--- config.mk ---
export PLATFORM = sky130hd
export DESIGN_NAME = mc_control
export DESIGN_NICKNAME = d
export VERILOG_FILES = /design/src/rtl/mc_control.sv
export SDC_FILE = /design/constraint.sdc
export NUM_CORES = 1
export LEC_CHECK = 0
export CAP_MARGIN = 20
export CORE_MARGIN = 3
export CORE_UTILIZATION = 55
export CTS_BUF_LIST = sky130_fd_sc_hd__clkbuf_8
export DETAILED_ROUTE_END_ITERATION = 8
export PLACE_DENSITY = 0.95
export SYNTH_ARGS = -nofsm -noshare
export SYNTH_HDL_FRONTEND = slang
export SYNTH_SLANG_ARGS = --single-unit
--- constraint.sdc ---
create_clock -name clk -period 4.9 [get_ports clk]
set_input_delay 0.98 -clock clk [delete_from_list [all_inputs] [get_ports clk]]
set_output_delay 0.98 -clock clk [all_outputs]
set_load 0.05 [all_outputs]
--- src/rtl/mc_control.sv ---
// Multicycle MIPS control FSM: sequences fetch/decode/execute over the shared memory port.
// Optional MC_BNE_EN: decode bne (op 000101) into the branch state with inverted zero test.
module mc_control #(
    parameter int unsigned TO_CYCLES = 255
) (
    input  logic       clk,
    input  logic       rst,
    input  logic [5:0] op,
    input  logic [5:0] funct,
    input  logic       zero,
    input  logic       mem_ready,
    output logic       mem_req,
    output logic       IorD,
    output logic       MemWrite,
    output logic       IRWrite,
    output logic       pc_en,
    output logic [1:0] PCSrc,
    output logic       RegWrite,
    output logic       RegDst,
    output logic       MemtoReg,
    output logic       AluSrcA,
    output logic [1:0] AluSrcB,
    output logic [2:0] Alucont,
    output logic       illegal_op,
    output logic       mem_err,
    output logic [3:0] state
);

    typedef enum logic [3:0] {
        StFetch  = 4'd0,
        StDecode = 4'd1,
        StMemAdr = 4'd2,
        StMemRd  = 4'd3,
        StMemWb  = 4'd4,
        StMemWr  = 4'd5,
        StRtEx   = 4'd6,
        StRtWb   = 4'd7,
        StBeqEx  = 4'd8,
        StAddiEx = 4'd9,
        StAddiWb = 4'd10,
        StJEx    = 4'd11
    } state_e;

    localparam logic [5:0] OpRtype = 6'b000000;
    localparam logic [5:0] OpLw    = 6'b100011;
    localparam logic [5:0] OpSw    = 6'b101011;
    localparam logic [5:0] OpBeq   = 6'b000100;
    localparam logic [5:0] OpBne   = 6'b000101;
    localparam logic [5:0] OpAddi  = 6'b001000;
    localparam logic [5:0] OpJ     = 6'b000010;

    localparam bit         ToEn    = (TO_CYCLES != 0);
    localparam logic [15:0] ToLimit = 16'(TO_CYCLES);

    state_e      state_q, state_d;
    logic [15:0] cnt_q, cnt_d;
    logic        wait_st;
    logic        timeout;

    assign wait_st = (state_q == StFetch) || (state_q == StMemRd) || (state_q == StMemWr);
    assign timeout = ToEn && wait_st && (cnt_q == ToLimit);
    assign state   = state_q;

    always_ff @(posedge clk or negedge rst) begin
        if (!rst) begin
            state_q <= StFetch;
            cnt_q   <= '0;
        end else begin
            state_q <= state_d;
            cnt_q   <= cnt_d;
        end
    end

    always_comb begin
        state_d    = state_q;
        cnt_d      = '0;
        mem_req    = 1'b0;
        IorD       = 1'b0;
        MemWrite   = 1'b0;
        IRWrite    = 1'b0;
        pc_en      = 1'b0;
        PCSrc      = 2'b00;
        RegWrite   = 1'b0;
        RegDst     = 1'b0;
        MemtoReg   = 1'b0;
        AluSrcA    = 1'b0;
        AluSrcB    = 2'b00;
        Alucont    = 3'b000;
        illegal_op = 1'b0;
        mem_err    = 1'b0;

        // Outputs are gated by the async reset so strobes fall with rst, not the next edge.
        if (rst) begin
            if (wait_st && !mem_ready && !timeout) begin
                cnt_d = (cnt_q != 16'hFFFF) ? cnt_q + 16'd1 : cnt_q;
            end

            case (state_q)
                StFetch: begin
                    AluSrcB = 2'b01;
                    Alucont = 3'b010;
                    if (timeout) begin
                        mem_err = 1'b1;
                        state_d = StFetch;
                    end else begin
                        mem_req = 1'b1;
                        IRWrite = mem_ready;
                        pc_en   = mem_ready;
                        if (mem_ready) state_d = StDecode;
                    end
                end
                StDecode: begin
                    AluSrcB = 2'b11;
                    Alucont = 3'b010;
                    case (op)
                        OpLw, OpSw: state_d = StMemAdr;
                        OpRtype:    state_d = StRtEx;
                        OpBeq:      state_d = StBeqEx;
`ifdef MC_BNE_EN
                        OpBne:      state_d = StBeqEx;
`endif
                        OpAddi:     state_d = StAddiEx;
                        OpJ:        state_d = StJEx;
                        default: begin
                            illegal_op = 1'b1;
                            state_d    = StFetch;
                        end
                    endcase
                end
                StMemAdr: begin
                    AluSrcA = 1'b1;
                    AluSrcB = 2'b10;
                    Alucont = 3'b010;
                    state_d = (op == OpLw) ? StMemRd : StMemWr;
                end
                StMemRd: begin
                    IorD = 1'b1;
                    if (timeout) begin
                        mem_err = 1'b1;
                        state_d = StFetch;
                    end else begin
                        mem_req = 1'b1;
                        if (mem_ready) state_d = StMemWb;
                    end
                end
                StMemWb: begin
                    RegWrite = 1'b1;
                    MemtoReg = 1'b1;
                    state_d  = StFetch;
                end
                StMemWr: begin
                    IorD = 1'b1;
                    if (timeout) begin
                        mem_err = 1'b1;
                        state_d = StFetch;
                    end else begin
                        mem_req  = 1'b1;
                        MemWrite = mem_ready;
                        if (mem_ready) state_d = StFetch;
                    end
                end
                StRtEx: begin
                    AluSrcA = 1'b1;
                    state_d = StRtWb;
                    case (funct)
                        6'b100000: Alucont = 3'b010;
                        6'b100010: Alucont = 3'b110;
                        6'b100100: Alucont = 3'b000;
                        6'b100101: Alucont = 3'b001;
                        6'b101010: Alucont = 3'b111;
                        default: begin
                            Alucont    = 3'b010;
                            illegal_op = 1'b1;
                            state_d    = StFetch;
                        end
                    endcase
                end
                StRtWb: begin
                    RegWrite = 1'b1;
                    RegDst   = 1'b1;
                    state_d  = StFetch;
                end
                StBeqEx: begin
                    AluSrcA = 1'b1;
                    Alucont = 3'b110;
                    PCSrc   = 2'b01;
`ifdef MC_BNE_EN
                    pc_en   = (op == OpBne) ? ~zero : zero;
`else
                    pc_en   = zero;
`endif
                    state_d = StFetch;
                end
                StAddiEx: begin
                    AluSrcA = 1'b1;
                    AluSrcB = 2'b10;
                    Alucont = 3'b010;
                    state_d = StAddiWb;
                end
                StAddiWb: begin
                    RegWrite = 1'b1;
                    state_d  = StFetch;
                end
                StJEx: begin
                    PCSrc   = 2'b10;
                    pc_en   = 1'b1;
                    state_d = StFetch;
                end
                default: state_d = StFetch;
            endcase
        end
    end

endmodule
After elaboration in Yosys (flattened, before gate mapping)
Index checks and enable logic that the tools add are counted.
{"block": "classes", "mux": 47, "n_eq_ne": 27, "n_addsub": 1, "reduce_logical": 19}
{"cell": "$mux W16", "n": 3}
{"cell": "$eq A6 B6 Y1 const B", "n": 7}
{"cell": "$pmux W4 S7", "n": 1}
{"cell": "$mux W1", "n": 25}
{"cell": "$mux W4", "n": 6}
{"cell": "$pmux W4 S5", "n": 1}
{"cell": "$add A16 B1 Y16 const B", "n": 1}
{"cell": "$eq A16 B8 Y1 const B", "n": 1}
{"cell": "$eq A4 B3 Y1 const B", "n": 4}
{"cell": "$eq A4 B4 Y1 const B", "n": 4}
{"cell": "$ne A16 B16 Y1 const B", "n": 1}
{"cell": "$pmux W3 S4", "n": 1}
{"cell": "$mux W3", "n": 3}
{"cell": "$ne A3 B3 Y1 const B", "n": 3}
{"cell": "$pmux W3 S3", "n": 1}
{"cell": "$eq A4 B2 Y1 const B", "n": 2}
{"cell": "$reduce_or A4 Y1", "n": 2}
{"cell": "$eq A6 B2 Y1 const B", "n": 1}
{"cell": "$eq A6 B3 Y1 const B", "n": 1}
{"cell": "$eq A6 B4 Y1 const B", "n": 1}
{"cell": "$logic_not A6 Y1", "n": 1}
{"cell": "$pmux W2 S3", "n": 1}
{"cell": "$reduce_or A2 Y1", "n": 3}
{"cell": "$reduce_or A3 Y1", "n": 2}
{"cell": "13 further kinds", "n": 18}
{"block": "totals", "elab_cells": 96, "out_inout_bits": 22, "in_bits": 16, "reg_bits": 20}

Longest topological paths before layout
Gate-level depths: netlist of run 1.
{"block": "logic_depth", "ltp_word": 8, "ltp_mapped": 8, "depth_no_buf": 6}

Least setup slack after synthesis of run 1
No wires, ideal clock.
{"block": "synth_timing", "path_type": "input-to-output", "startpoint": "input rst", "endpoint": "output Alucont[0]", "path_stages": 3, "required_time_ps": 3920, "path_buffers": 1, "slack_ps": 1005, "arrival_time_ps": 2915, "cell_sequence": "clkbuf_1 > nand2_1 > nor4_1"}
{"block": "synth_via", "elab_chain_len": 1}
{"item": "from (decl)", "line": "7", "text": "input logic rst,"}
{"item": "$mux W3", "line": "93", "text": "if (rst) begin"}
{"item": "to (decl)", "line": "23", "text": "output logic [2:0] Alucont,"}
Every way passes these cells.

Worst setup path in the final report of run 1
{"block": "layout_timing", "startpoint": "input funct[1]", "endpoint": "output Alucont[2]"}
{"block": "layout_via", "elab_chain_len": 4, "word_cells_on_any_way": 7, "classes_between": "eq/ne (4); mux (3)"}
{"item": "from (decl)", "line": "9", "text": "input logic [5:0] funct,"}
{"item": "$eq A6 B6 Y1", "line": "165", "text": "case (funct)"}
{"item": "$pmux W3 S4 *", "line": "165"}
{"item": "$pmux W3 S3 *", "line": "98", "text": "case (state_q)"}
{"item": "$mux W3 *", "line": "93"}
Mark *: on every way between the ends. The rest lies on a longest branch, timed or not.

==> results of run 1 <==
==> synth_stat cells, types with 2 or more instances <==
master / instances
a31oi_1: 4
xnor2_1: 6
and3_1: 7
inv_1: 4
nor2_1: 31
xor2_1: 7
nor3_1: 13
a21oi_1: 7
buf_6: 3
clkbuf_1: 8
nand2b_1: 3
nor2b_1: 6
a32oi_1: 2
nand3_1: 8
or4_1: 4
nand4_1: 8
nand2_1: 14
dfrtp_1: 20
nor4_1: 7
nor3b_1: 3
o21ai_0: 9
==> logic make-up (layout without fill, tap and decap cells) <==
logic type      after synthesis  in the layout  share of synthesized area, %
simple gates                111            111                          38.3
compound gates               32             32                          13.8
flops                        20             20                          33.0
buf+inv                      15             46                          5.19
xor+xnor                     13             13                          7.50
mux                           2              2                          1.40
fa+ha+maj                     1              1                         0.824
==> sequential cells by signal, indices dropped and copies added, names as in the netlist <==
register  flops
state         4
cnt_q        16
==> metrics by stage <==
| step | area, sq um | power (uW) | worst slack, ns | utilization (%) |
|---|---|---|---|---|
| CTS | 1910 | 657 | 1.01 | 75.1 |
| global route | 1910 | 692 | 0.842 | 75.1 |
| global placement | 1860 | 530 | 1.04 | 73.0 |
| floorplan | 1520 | 447 | 1.00 | - |
| detailed placement | 1860 | 536 | 1.02 | 73.0 |
| finish | 1910 | 656 | 0.995 | 75.1 |
==> routing by layer <==
metal,vias to the layer above,track usage (%)
met5,-,0
met4,0,4.64
met3,2,5.04
met2,70,33.5
met1,720,33.3
li1,774,-
==> where the power goes <==
| part | total, uW | switching [uW] | leakage (uW) | internal [uW] |
|---|---|---|---|---|
| clock | 122 | 50.6 | 0.0000288 | 71.4 |
| combinational | 322 | 203 | 0.000436 | 119 |
| sequential | 212 | 36.7 | 0.000277 | 176 |
| total | 656 | 290 | 0.000742 | 366 |
==> how the worst min path moves through the flow <==
stage	end	slack (ns)	cells past startpoint
finish	cnt_q[7]$_DFFE_PN0P_	0.57	2
CTS	cnt_q[7]$_DFFE_PN0P_	0.57	2
global route	cnt_q[7]$_DFFE_PN0P_	0.59	2
floorplan	cnt_q[7]$_DFFE_PN0P_	0.51	2
detailed placement	cnt_q[7]$_DFFE_PN0P_	0.56	2
global placement	cnt_q[7]$_DFFE_PN0P_	0.53	2
==> critical path, stage by stage <==
cell and delay (ns):
clkdlybuf4s50_1 0.52, nor3b_1 0.28, a41oi_1 0.15, nor3_1 0.17, clkdlybuf4s50_1 0.83
==> layout make-up <==
cell class,instances,area share (%)
Tap cell,30,1.96
Inverter,4,0.785
Timing Repair Buffer,38,19.1
Sequential cell,20,26.2
Clock buffer,4,2.88
Multi-Input combinational cell,159,49.1
==> impl_metrics.ini, run 1 <==
[timing]
tightestPinTransition_ns = 0.613
fin_worst_skew_ns = 0.000911
fin_crit_ns = 3.91
totalNegativeSetupSlack_ns = 0
hold_fails_final_rpt = 0
share_of_the_clock_period_used_by_the_worst_path_after_layout_pct = 79.7
finalHoldWorstSlack_ns = 0.571
fmax_mhz = 256
slew_violations = 0
grt_setup_unrepaired = false
setup_viol = 0
worst_slew_margin_rel_pct = 58.1

[clocking]
clockRootBuffer = clkbuf_8
post_cts_buffers = 0
ctsHoldBuffers = 0
clkLatencyLatePin_ns = 0.25
clock_tree.buffer_depth = 2
clock_transition_time_at_the_flip_flop_clock_pins_of_the_worst_setup_and_hold_paths_ns = 0.07
htreeDepth = 1
cts.repair.resized = 0
cts_sinks = 20
tritoncts = built
cts_made_buffers = 3

[layout]
post_route_cells_drive_above_1_share_pct = 6.67
final_cell_mix = clkdlybuf4s50_1 (32), nor2_1 (31), dfrtp_1 (20)
final_common_cell = clkdlybuf4s50_1
instances_no_fill = 255
syn2layout_area_growth_pct = 26.0
finalNetCount = 243
regArea_sq_um = 500
multi_input_area_sq_um = 938
fillers = 201
antenna_cells = 0

[global_route]
grt_use_total_pct = 22.4
grt_remaining_overflow = 0
antenna_violations_before_repair = 0
grt_first_pass_wirelength_mm = 6.16
grt_start_max_net_pins = 25
first_global_vias = 1376

[setup_path]
end_kind = primary output
r2r.worst_path.cells = 5
worstReg2RegStart = state[1]$_DFFE_PN0P_
setup.worst_path.start = funct[1]
cp-start-kind = input port
worst-r2r-setup-slack_ns = 2.37
worstSetupEndpoint = Alucont[2]
cp_data_required_time_ns = 3.92
critical_path_class = input port to primary output
worst_ep_arrival_time_ns = 2.93
rr_endpoint = cnt_q[6]$_DFFE_PN0P_
crit_fanout = 4

[run]
max_cap_violations = 0

[logic_synthesis]
syn_avg_cell_area_sq_um = 7.82
synthDominantAreaCellType = dfrtp_1
yosys_register_bits = 20
async_flop_share_pct = 100
syn_area_sq_mm = 0.00152
yosys_most_used_dff = dfrtp_1
synth-edff-count = 0
yosys_warns = 0
synth_seq_area_share_pct = 33.0
synth_fp_nets = 211
post_synth_top_area_share_pct = 33.0
yosysUniqueCellTypes = 41
netlist_instances = 194
synth_top_cells_by_area = dfrtp_1 (33%), nor2_1 (7.7%), nor3_1 (4.3%), xor2_1 (4.0%), nand2_1 (3.5%)

[worst_hold_path]
hp_class = flip-flop to flip-flop
hold_start = cnt_q[7]$_DFFE_PN0P_

[placement]
detailed_place_hpwl_mm = 2.82
final_weighted_congestion_in_routability_driven_placement = 0.870
io_buffers = 37
place.detailed.instances = 251

[floorplanning]
placement_rows = 18
die_height_um = 58.5
coreArea_sq_mm = 0.00254
initial_core_util_pct = 59.6
design.die.area_sq_mm = 0.00343
floorplan.io_pins = 38
dieWidth_um = 58.5

[routing]
postRouteAntennaNets = 0
routed_wl_mm = 3.75
dr.max_layer_used = met4
met3RoutedLength_um = 325
wl_met2_mm = 1.71
via_per_inst = 6.14
detail_route.wirelength.met1_mm = 1.70
vias = 1566
detail_route.wl_per_cell_um = 14.7
drc_violations = 0
drt_pre_antenna_iters = 4
drtIter0Drc = 105

[outcome]
outcome = finished clean

[power]
power_density_mw_per_mm2 = 343
power_leakage_uw = 0.000742
worst_ir_drop_vdd_mv = 0.254
Note: power is estimated with default switching activity, not from simulation.
==> inputs of run 2 (changes only) <==
CORE_UTILIZATION = 51   (was 55)
PLACE_DENSITY = 0.91   (was 0.95)
clock period = 3.74 ns   (was 4.9 ns; I/O delays follow)
==> impl_metrics.ini, run 2 (synthesized netlist as in run 1, its figures left out) <==
[clocking]
cts_sinks = 20
htreeDepth = 1
clock_transition_time_at_the_flip_flop_clock_pins_of_the_worst_setup_and_hold_paths_ns = 0.08
clkLatencyLatePin_ns = 0.26
clock_tree.buffer_depth = 2
tritoncts = built
ctsHoldBuffers = 0
cts_made_buffers = 3
post_cts_buffers = 0
cts.repair.resized = 0
clockRootBuffer = clkbuf_8

[setup_path]
crit_fanout = 4
end_kind = primary output
critical_path_class = input port to primary output
worst_ep_arrival_time_ns = 2.51
r2r.worst_path.cells = 5
cp_data_required_time_ns = 2.99
cp-start-kind = input port

[timing]
fmax_mhz = 307
finalHoldWorstSlack_ns = 0.569
grt_setup_unrepaired = false
tightestPinTransition_ns = 0.791
worst_slew_margin_rel_pct = 45.9
setup_viol = 0
final_critical_path_setup_slack_ns = 0.486
hold_fails_final_rpt = 0
share_of_the_clock_period_used_by_the_worst_path_after_layout_pct = 87.0
fin_crit_ns = 3.25
fin_worst_skew_ns = 0.00496
totalNegativeSetupSlack_ns = 0
slew_violations = 0

[layout]
layout.cell_area.non_filler_sq_mm = 0.00213
fillers = 184
max_flop_register = cnt_q
post_route_cells_drive_above_1_share_pct = 12.8
antenna_cells = 0
syn2layout_area_growth_pct = 40.3
finalNetCount = 244
largest_reg_flops = 16
final_common_cell = nor2_1
final_cell_mix = nor2_1 (31), dfrtp_1 (20), clkdlybuf4s50_1 (19)

[global_route]
first_global_vias = 1412
grt_use_total_pct = 23.4
grt_start_max_net_pins = 24
grt_first_pass_wirelength_mm = 6.64
grt_remaining_overflow = 0
antenna_violations_before_repair = 0

[power]
proportion_of_power_drawn_by_the_clock_network_pct = 21.7
pwr-share-comb_pct = 50.5
power.switching_uw = 410
switching_share_pct = 41.1
power_density_mw_per_mm2 = 469
power_leakage_uw = 0.000833
power_frac_seq_pct = 27.7
worst_ir_drop_vdd_mv = 0.255
internal_power_uw = 588

[routing]
routed_wl_mm = 4.22
detail_route.wl_per_cell_um = 16.4
via_per_inst = 6.35
drc_violations = 0
drt_pre_antenna_iters = 6
postRouteAntennaNets = 0
drtIter0Drc = 157
vias = 1632

[floorplanning]
floorplan.io_pins = 38
initial_core_util_pct = 54.1
design.die.area_sq_mm = 0.00367
die_height_um = 60.6
placement_rows = 19
dieWidth_um = 60.6
coreArea_sq_mm = 0.00281

[placement]
placedInstanceArea_sq_mm = 0.00206
io_buffers = 37
pre_cts_ws_ns = 0.531
final_weighted_congestion_in_routability_driven_placement = 0.889
detailed_place_hpwl_mm = 3.14

[run]
max_cap_violations = 0

[outcome]
outcome = finished clean

[worst_hold_path]
hp_class = flip-flop to flip-flop
worstHoldPathCells = 2
run 2: changes by cell type in the layout (fill, tap and decap cells not counted):
cell	previous run	this run
buf_4	6	2
clkbuf_8	4	3
buf_12	0	18
bufinv_16	0	1
clkdlybuf4s50_1	32	19
run 2: path summary, 6_finish.rpt:
check / start / endpoint / slack [ns]
min in group asynchronous: rst / cnt_q[3]$_DFFE_PN0P_ / 1.10
min: cnt_q[7]$_DFFE_PN0P_ / cnt_q[7]$_DFFE_PN0P_ / 0.57
max reg2reg: state[1]$_DFFE_PN0P_ / cnt_q[12]$_DFFE_PN0P_ / 1.23
min reg2reg: cnt_q[7]$_DFFE_PN0P_ / cnt_q[7]$_DFFE_PN0P_ / 0.57
max: funct[4] / illegal_op / 0.49
max in group asynchronous: rst / cnt_q[2]$_DFFE_PN0P_ / 2.42
run 2: critical path, cell delays in order:
cell and delay (ns):
clkdlybuf4s50_1 0.39, nand2b_1 0.20, a2111oi_0 0.74, o32ai_1 0.23
buf_12 0.20
run 2: power by group through the flow:
stage	logic (uW)	clock network [uW]	registers, uW
after global routing	530	226	281
after CTS	503	215	275
after floorplan	298	0	288
after detailed placement	501	0	280
after global placement	494	0	278
final	505	217	277
run 2: per-layer routing:
metal  track usage [%]  wire length, um  up-vias
li1                  -                -      773
met1              34.7             1880      754
met2              36.0             1960       96
met3              4.68              325        9
met4              4.02               51        0
met5                 0                0        -
run 2: layout make-up:
type	instances	area (sq um)	share of cell area [%]
clock buffer	3	41.3	1.94
clock inverter	1	30.0	1.41
inverter	4	15.0	0.705
multi-input combinational	159	938	44.1
sequential	20	500	23.5
tap	31	38.8	1.82
timing repair buffer	39	566	26.6
run 2: stage by stage:
stage | instances | power (uW) | util, %
detailed placement | 253 | 781 | 73.4
finish | 257 | 998 | 75.9
floorplan | 194 | 586 | -
global placement | 253 | 772 | 73.4
CTS | 257 | 993 | 75.9
global route | 257 | 1040 | 75.9
==> inputs of run 3 (changes only) <==
CORE_MARGIN = 2   (was 3)
==> impl_metrics.ini, run 3 (synthesized netlist as in run 1, its figures left out) <==
[global_route]
grt_use_total_pct = 28.8
antenna_violations_before_repair = 0
grt_first_pass_wirelength_mm = 7.60
grt_start_max_net_pins = 19
grt_remaining_overflow = 0
first_global_vias = 1654

[placement]
final_weighted_congestion_in_routability_driven_placement = 0.923
detailed_place_hpwl_mm = 3.34
place.detailed.instances = 253
io_buffers = 37
placedInstanceArea_sq_mm = 0.00206

[clocking]
clkLatencyLatePin_ns = 0.26
cts.repair.resized = 0
cts_sinks = 20
htreeDepth = 1
cts_made_buffers = 3
post_cts_buffers = 0
clockRootBuffer = clkbuf_8
clock_tree.buffer_depth = 2
clock_transition_time_at_the_flip_flop_clock_pins_of_the_worst_setup_and_hold_paths_ns = 0.08
ctsHoldBuffers = 0
tritoncts = built

[setup_path]
worstReg2RegStart = state[1]$_DFFE_PN0P_
cp-start-kind = flip-flop
critical_path_class = flip-flop to primary output
max_stage_delay_ns = 0.61
cp_num_buf_inv = 1
worst_ep_arrival_time_ns = 2.53
cp_data_required_time_ns = 2.99
critical_path.top_delay_family = simple AND/OR/NAND/NOR gates
chain_of_cells_forming_the_critical_path = or4_1 > nor4_2 > nor2_1 > a31oi_1 > o22ai_1 > buf_12
crit_fanout = 7
slowest_stage = or4_1
setup.worst_path.start = cnt_q[8]$_DFFE_PN0P_
end_kind = primary output

[worst_hold_path]
hp_class = flip-flop to flip-flop
hold_start = cnt_q[7]$_DFFE_PN0P_

[routing]
detail_route.wl_per_cell_um = 17.4
drt_pre_antenna_iters = 5
routed_wl_mm = 4.48
drtIter0Drc = 126
vias = 1717
postRouteAntennaNets = 0
drc_violations = 0
via_per_inst = 6.68

[timing]
fmax_mhz = 305
fin_crit_ns = 3.27
grt_setup_unrepaired = false
finalHoldWorstSlack_ns = 0.589
worst_slew_margin_rel_pct = 51.9
hold_fails_final_rpt = 0
totalNegativeSetupSlack_ns = 0
fin_worst_skew_ns = 0.00444
share_of_the_clock_period_used_by_the_worst_path_after_layout_pct = 87.5
setup_viol = 0
slew_violations = 0
tightestPinTransition_ns = 0.704

[layout]
post_route_cells_drive_above_1_share_pct = 12.8
final_cell_mix = nor2_1 (31), dfrtp_1 (20), clkdlybuf4s50_1 (19)
final_common_cell = nor2_1
syn2layout_area_growth_pct = 40.3
instances_no_fill = 257
finalNetCount = 244
largest_reg_flops = 16
max_flop_register = cnt_q
antenna_cells = 0
fillers = 193
layout.cell_area.non_filler_sq_mm = 0.00213

[floorplanning]
floorplan.io_pins = 38
die_height_um = 58.6
design.die.area_sq_mm = 0.00343
coreArea_sq_mm = 0.00278
dieWidth_um = 58.6
placement_rows = 19
initial_core_util_pct = 54.6

[outcome]
outcome = finished clean

[run]
max_cap_violations = 0

[power]
design_power_total_uw = 999
power_leakage_uw = 0.000832
worst_ir_drop_vdd_mv = 0.633
power_density_mw_per_mm2 = 469
[run 3: cell counts in the layout (fill, tap and decap cells not counted)]
Identical to the previous run, type by type.
[run 3: final timing paths]
path / cells past startpoint / slack, ns / to
setup / recovery: 6 / 0.47 / pc_en
hold / removal: 2 / 0.59 / cnt_q[7]$_DFFE_PN0P_
setup reg to reg: 5 / 1.24 / cnt_q[6]$_DFFE_PN0P_
hold reg to reg: 2 / 0.59 / cnt_q[7]$_DFFE_PN0P_
max in group asynchronous: 2 / 2.44 / cnt_q[1]$_DFFE_PN0P_
min in group asynchronous: 1 / 0.77 / cnt_q[6]$_DFFE_PN0P_
[run 3: final cells by class]
cell class	count	area (sq um)	area share [%]
Clock buffer	3	41.3	1.94
Sequential cell	20	500	23.5
Inverter	4	15.0	0.705
Tap cell	31	38.8	1.82
Clock inverter	1	30.0	1.41
Multi-Input combinational cell	159	938	44.1
Timing Repair Buffer	39	566	26.6
[run 3: routing by layer]
| layer | wire, um | track usage (%) |
|---|---|---|
| met1 | 1740 | 34.6 |
| met3 | 350 | 4.62 |
| met4 | 191 | 14.6 |
| met5 | 0 | 0 |
| met2 | 2200 | 49.4 |
[run 3: report_power, final]
| group | switching (uW) | internal [uW] |
|---|---|---|
| Clock | 72.0 | 143 |
| Combinational | 290 | 216 |
| Sequential | 49.2 | 230 |
[run 3: tightest hold or removal path: cells and delay by family (launching register included)]
kind             cells  cell delay [ns]
XOR/XNOR             1             0.13
flip-flops           1             0.39
AND/OR/NAND/NOR      1             0.04
[run 3: stage by stage]
| stage | setup slack, ns | util [%] |
|---|---|---|
| finish | 0.466 | 76.6 |
| global route | 0.334 | 76.6 |
| CTS | 0.512 | 76.6 |
| detailed placement | 0.623 | 74.0 |
| global placement | 0.567 | 74.0 |
| floorplan | 0.0792 | - |
